`src/rtl/seg7_pkg.sv`:
```
// Shared constants for the seven-segment readback monitor: active-low digit
// codes, the blank code, FSM states and the pattern decoder.
package seg7_pkg;

    localparam int unsigned SEG_W   = 7;
    localparam int unsigned DIGIT_W = 4;

    // Bit order is {a,b,c,d,e,f,g}; 0 means the segment is lit.
    localparam logic [SEG_W-1:0] SEG_0     = 7'b0000001;
    localparam logic [SEG_W-1:0] SEG_1     = 7'b1001111;
    localparam logic [SEG_W-1:0] SEG_2     = 7'b0010010;
    localparam logic [SEG_W-1:0] SEG_3     = 7'b0000110;
    localparam logic [SEG_W-1:0] SEG_4     = 7'b1001100;
    localparam logic [SEG_W-1:0] SEG_5     = 7'b0100100;
    localparam logic [SEG_W-1:0] SEG_6     = 7'b0100000;
    localparam logic [SEG_W-1:0] SEG_7     = 7'b0001111;
    localparam logic [SEG_W-1:0] SEG_8     = 7'b0000000;
    localparam logic [SEG_W-1:0] SEG_9     = 7'b0000100;
    localparam logic [SEG_W-1:0] SEG_BLANK = 7'b1111111;

    typedef enum logic {
        IDLE  = 1'b0,
        OFFER = 1'b1
    } state_t;

    typedef struct packed {
        logic               legal;
        logic [DIGIT_W-1:0] digit;
    } seg_dec_t;

    // Blank and every unlisted code decode as not legal.
    function automatic seg_dec_t seg_decode(input logic [SEG_W-1:0] seg);
        seg_dec_t d;
        d.legal = 1'b1;
        d.digit = '0;
        case (seg)
            SEG_0:   d.digit = DIGIT_W'(0);
            SEG_1:   d.digit = DIGIT_W'(1);
            SEG_2:   d.digit = DIGIT_W'(2);
            SEG_3:   d.digit = DIGIT_W'(3);
            SEG_4:   d.digit = DIGIT_W'(4);
            SEG_5:   d.digit = DIGIT_W'(5);
            SEG_6:   d.digit = DIGIT_W'(6);
            SEG_7:   d.digit = DIGIT_W'(7);
            SEG_8:   d.digit = DIGIT_W'(8);
            SEG_9:   d.digit = DIGIT_W'(9);
            default: d.legal = 1'b0;
        endcase
        return d;
    endfunction

endpackage

```
`src/rtl/seg7_stable_filter.sv`:
```
// Input register and debounce: raises accept_c for the cycle in which the
// registered pattern completes its STABLE_CYCLES-th consecutive sample.
module seg7_stable_filter
    import seg7_pkg::*;
#(
    parameter int unsigned STABLE_CYCLES = 4,
    parameter int unsigned CNT_W         = 8
) (
    input  logic             clk,
    input  logic             rst,
    input  logic [SEG_W-1:0] seg,
    output logic [SEG_W-1:0] seg_q,
    output logic             accept_c
);

    localparam int unsigned RUN_W = CNT_W + 1;
    localparam logic [RUN_W-1:0] STABLE_RUN = RUN_W'(STABLE_CYCLES);
    localparam logic [CNT_W-1:0] STABLE_CNT = CNT_W'(STABLE_CYCLES);

    logic [SEG_W-1:0] prev_q;
    logic [SEG_W-1:0] last_q;
    logic [CNT_W-1:0] cnt_q;
    logic [RUN_W-1:0] run_c;

    // Run length of seg_q including the current sample; one bit wider so a
    // saturated counter plus one never wraps back onto STABLE_RUN.
    always_comb begin
        run_c    = RUN_W'(1);
        if (seg_q == prev_q) begin
            run_c = RUN_W'(cnt_q) + RUN_W'(1);
        end
        accept_c = (run_c == STABLE_RUN) && (seg_q != last_q);
    end

    // Reset leaves last_q at blank so a dark display at power-up is silent.
    always_ff @(posedge clk) begin
        if (rst) begin
            seg_q  <= SEG_BLANK;
            prev_q <= SEG_BLANK;
            last_q <= SEG_BLANK;
            cnt_q  <= '0;
        end else begin
            seg_q  <= seg;
            prev_q <= seg_q;
            if (run_c >= STABLE_RUN) begin
                cnt_q <= STABLE_CNT;
            end else begin
                cnt_q <= run_c[CNT_W-1:0];
            end
            if (accept_c) begin
                last_q <= seg_q;
            end
        end
    end

endmodule

```
`src/rtl/seg7_to_bcd_monitor.sv`:
```
// Seven-segment readback monitor: debounces the active-low segment lines,
// decodes stable patterns to BCD and offers them on a valid/ready handshake.
// Define SEG7_MON_ERRCNT_EN to add the saturating err_count output.
module seg7_to_bcd_monitor
    import seg7_pkg::*;
#(
    parameter int unsigned STABLE_CYCLES = 4,
    parameter int unsigned CNT_W         = 8
) (
    input  logic               clk,
    input  logic               rst,
    input  logic               sa,
    input  logic               sb,
    input  logic               sc,
    input  logic               sd,
    input  logic               se,
    input  logic               sf,
    input  logic               sg,
    output logic [DIGIT_W-1:0] bcd,
    output logic               bcd_valid,
    input  logic               bcd_ready,
    output logic               blank,
    output logic               pattern_err,
    output logic               overrun
`ifdef SEG7_MON_ERRCNT_EN
    ,
    output logic [7:0]         err_count
`endif
);

    logic [SEG_W-1:0]   seg_q;
    logic               accept_c;
    seg_dec_t           dec_c;
    logic               is_blank_c;

    state_t             state_q;
    state_t             state_d;
    logic [DIGIT_W-1:0] bcd_d;
    logic               blank_d;
    logic               err_d;
    logic               overrun_d;

    seg7_stable_filter #(
        .STABLE_CYCLES(STABLE_CYCLES),
        .CNT_W        (CNT_W)
    ) u_filter (
        .clk     (clk),
        .rst     (rst),
        .seg     ({sa, sb, sc, sd, se, sf, sg}),
        .seg_q   (seg_q),
        .accept_c(accept_c)
    );

    assign dec_c      = seg_decode(seg_q);
    assign is_blank_c = (seg_q == SEG_BLANK);

    // Next state and next output values.
    always_comb begin
        state_d   = state_q;
        bcd_d     = bcd;
        blank_d   = blank;
        err_d     = 1'b0;
        overrun_d = overrun;

        if (accept_c) begin
            if (is_blank_c) begin
                blank_d = 1'b1;
            end else begin
                blank_d = 1'b0;
                err_d   = !dec_c.legal;
            end
        end

        case (state_q)
            IDLE: begin
                if (accept_c && dec_c.legal) begin
                    bcd_d   = dec_c.digit;
                    state_d = OFFER;
                end
            end
            OFFER: begin
                // A same-cycle handshake hands over the old digit, so only an
                // unacknowledged replacement counts as an overrun.
                if (accept_c && dec_c.legal) begin
                    bcd_d = dec_c.digit;
                    if (!bcd_ready) begin
                        overrun_d = 1'b1;
                    end
                end else if (bcd_ready) begin
                    state_d = IDLE;
                end
            end
            default: state_d = IDLE;
        endcase
    end

    always_ff @(posedge clk) begin
        if (rst) begin
            state_q     <= IDLE;
            bcd         <= '0;
            bcd_valid   <= 1'b0;
            blank       <= 1'b0;
            pattern_err <= 1'b0;
            overrun     <= 1'b0;
        end else begin
            state_q     <= state_d;
            bcd         <= bcd_d;
            bcd_valid   <= (state_d == OFFER);
            blank       <= blank_d;
            pattern_err <= err_d;
            overrun     <= overrun_d;
        end
    end

`ifdef SEG7_MON_ERRCNT_EN
    always_ff @(posedge clk) begin
        if (rst) begin
            err_count <= '0;
        end else if (err_d && (err_count != 8'hFF)) begin
            err_count <= err_count + 8'd1;
        end
    end
`endif

endmodule

```
`config.mk`:
```
export PLATFORM = sky130hd
export DESIGN_NAME = seg7_to_bcd_monitor
export DESIGN_NICKNAME = d
export VERILOG_FILES = /design/src/rtl/seg7_pkg.sv /design/src/rtl/seg7_stable_filter.sv /design/src/rtl/seg7_to_bcd_monitor.sv
export SDC_FILE = /design/constraint.sdc
export NUM_CORES = 1
export LEC_CHECK = 0
export ABC_CLOCK_PERIOD_IN_PS = 2100
export CORE_UTILIZATION = 24
export CTS_CLUSTER_DIAMETER = 80
export DETAILED_ROUTE_END_ITERATION = 8
export GPL_TIMING_DRIVEN = 1
export SLEW_MARGIN = 20
export SYNTH_ARGS = -nofsm -noshare
export SYNTH_HDL_FRONTEND = slang
export SYNTH_HIERARCHICAL = 1
export SYNTH_SLANG_ARGS = --single-unit
```
`constraint.sdc`:
```
create_clock -name clk -period 2.1 [get_ports clk]
set_input_delay 0.42 -clock clk [delete_from_list [all_inputs] [get_ports clk]]
set_output_delay 0.42 -clock clk [all_outputs]
set_load 0.02 [all_outputs]
```
==> impl_metrics.json <==
{
  "crit_path_start": "u_filter/cnt_q[1]",
  "slowest_delay_ps": 340,
  "wl_per_cell_um": 11.42,
  "rr_startpoint": "u_filter/cnt_q[1]",
  "intPower_mw": 1.180,
  "yosysSeqAreaShare": 0.4454,
  "hpwl_um": 2503,
  "synth_edf_count": 0,
  "place_area_um2": 2081,
  "ys_types": 48,
  "gr-total-overflow": 0,
  "final_common_cell": "dfxtp_1",
  "hold_violations": 0,
  "grt_usage": 0.1002,
  "synth_top_cell_by_area": "dfxtp_1",
  "fin_worst_skew_ps": 4.350,
  "synth_top_cell_area_share": 0.4454,
  "arrival_ps": 2300,
  "min_period_ps": 2133,
  "reg2reg_depth": 9,
  "hold_path_class": "flop to flop",
  "final-instance-count-excl-fill": 296,
  "p_leak_nw": 0.8407,
  "fmax_mhz": 468.9,
  "final_nets": 229,
  "antenna_left": 0,
  "drtIter0Drc": 68,
  "grt_max_degree": 13,
  "rsz0062_at_grt": "true",
  "drive_above_1_share": 0.2603,
  "pwr-share-seq": 0.489,
  "drv_cap": 0,
  "critPathLaunchType": "flop",
  "whs_path_depth": 2,
  "synth_area_leaders": "dfxtp_1, mux2i_1, nor2_1",
  "drc": 0,
  "worst_hold_startpoint": "bcd[1]",
  "dieHeight_um": 85.24,
  "sw_frac_of_total": 0.2211,
  "clkLatencyLatePin_ps": 280,
  "dieArea_um2": 7265,
  "dr.pass1.iters": 5,
  "cts_root_buf": "clkbuf_8",
  "yosysWarnings": 6,
  "ctsLongestPathBuffers": 2,
  "ir_drop_mv": 0.2802,
  "drt_wl_total_um": 3379,
  "syn-instance-count": 174,
  "core_area_um2": 6531,
  "worstPathRequired_ps": 2270,
  "violations": "negative setup slack",
  "period_share": 1.016,
  "synth_ff_type": "dfxtp_1",
  "syn_area_per_cell_um2": 9.557,
  "synth_compound_area_frac": 0.1166,
  "grt_pass1_vias": 1293,
  "synth-xor-area-share": 0.08427,
  "fillers": 698,
  "power_frac_clock": 0.420,
  "cts_tree": "done",
  "io_pins": 18,
  "area.growth.synth_to_final_pct": 34.01,
  "power_density_nw_per_um2": 679.8,
  "critPathKind": "flop to flop",
  "status": "complete, but fails checks",
  "gp_congestion": 0.7784,
  "crit_slowest_cell": "dfxtp_2",
  "via_per_inst": 4.520,
  "die_w_um": 85.24,
  "cts_inserted_buffers": 5,
  "clock_sink_count": 37,
  "final_cell_mix": "dfxtp_1, nor2_1, buf_4",
  "stdcell_area_um2": 2228,
  "synth_seq_cells": 37,
  "fin_hold_ws_ps": 462.2,
  "cp_max_fo": 4,
  "async_flop_share": 0,
  "slew_violations": 0,
  "placedCellCount": 285,
  "clk_pin_slew_ps": 70,
  "vias": 1338,
  "floorplan.initialDensity": 0.2546,
  "n_antenna_cell": 0,
  "num_rows": 29,
  "pwr-share-comb": 0.091,
  "switchingPower_mw": 0.3350,
  "pre_cts_slack_ps": -84.25,
  "syn_area_um2": 1663,
  "synth-simple-area-share": 0.2423,
  "critPathCaptureType": "flop",
  "synthMuxAreaShare": 0.05418,
  "antenna_found_initial": 0,
  "setup_ws_ps": -32.88,
  "synthAdderAreaFrac": 0.007524,
  "crit_chain": "and3_1 > nor4_1 > nor2_1 > nor3_2 > o211a_1 > or2b_4 > a211o_4 > a21oi_2 > a211oi_2",
  "portBuffers": 17,
  "setup_viol_count_final": 1,
  "cts-htree-levels": 2,
  "synth_top_family_by_area": "simple AND/OR/NAND/NOR gates",
  "grt_pass1_wl_um": 5865
}
-- power groups by stage --
stage	clock network (mW)	registers (mW)	logic, mW
final	0.637	0.740	0.138
after global routing	0.684	0.743	0.153
after CTS	0.661	0.740	0.135
after detailed placement	0	0.757	0.135
after global placement	0	0.756	0.133
after floorplan	0	0.758	0.0762
-- stage by stage --
stage | power (mW) | utilization | TNS [ps]
after floorplan | 0.8346 | - | -102.2
after global placement | 0.8895 | 0.3186 | -12.20
after detailed placement | 0.8920 | 0.3186 | -186.8
after CTS | 1.537 | 0.3393 | -41.16
after global routing | 1.581 | 0.3412 | -632.3
final | 1.515 | 0.3412 | -32.88
-- state kept, by name (all words and copies together), names as in the netlist, 4 cells and up --
signal,count
bcd,4
u_filter/cnt_q,8
u_filter/last_q,7
u_filter/prev_q,7
u_filter/seg_q,7
-- final timing paths --
| check | to | slack, ps |
|---|---|---|
| worst max-delay path | bcd[2] | -30 |
| worst min-delay path | bcd[1] | 460 |
| worst max register to register | bcd[2] | -30 |
| worst min register to register | bcd[1] | 460 |
-- cells in the mapped netlist, types with 2 or more instances --
master,number
a211oi_2,2
a21oi_1,5
and3_1,4
buf_6,2
clkbuf_1,2
dfxtp_1,37
inv_1,11
mux2i_1,9
nand2_1,7
nand3_1,2
nand3b_1,3
nand4_1,3
nor2_1,22
nor3_1,7
nor4_1,3
nor4_2,2
o211a_1,2
or2_2,7
xnor2_1,8
xor2_1,8
-- final cells by class --
type | instances | area [um^2] | area share
timing repair buffer | 38 | 327.8 | 0.1471
tap | 77 | 96.34 | 0.04323
sequential | 37 | 748.2 | 0.3358
inverter | 11 | 41.29 | 0.01853
multi-input combinational | 125 | 894.6 | 0.4015
clock buffer | 6 | 82.58 | 0.03706
clock inverter | 2 | 37.54 | 0.01684
-- cells by family after synthesis --
family	after synthesis
xor gates and xnor gates	16
DFF	37
and+or+nand+nor	70
other	1
muxes	9
adders and majority gates	1
AOI/OAI and AO/OA	24
buffers and inverters	16
-- critical path, delay by kind of cell (launching register included) --
| family | cells | cell delay, ps |
|---|---|---|
| compound gates | 4 | 650 |
| simple gates | 5 | 1020 |
| flops | 1 | 340 |
-- layer usage --
metal  up-vias  wire length (um)  global-route usage
met3         2               146             0.03016
li1        685                 -                   -
met1       619              1763              0.1366
met5         -                 0                   0
met2        32              1460              0.1562
met4         0                10             0.02157
-- what timing repair did --
action	4_1_cts	5_1_grt
setup buffers	2	1
endpoints found under the setup margin	4	4
pin swaps	4	6
hold buffers	0	0
resized for setup	0	1
(Power assumes the default switching activity.)
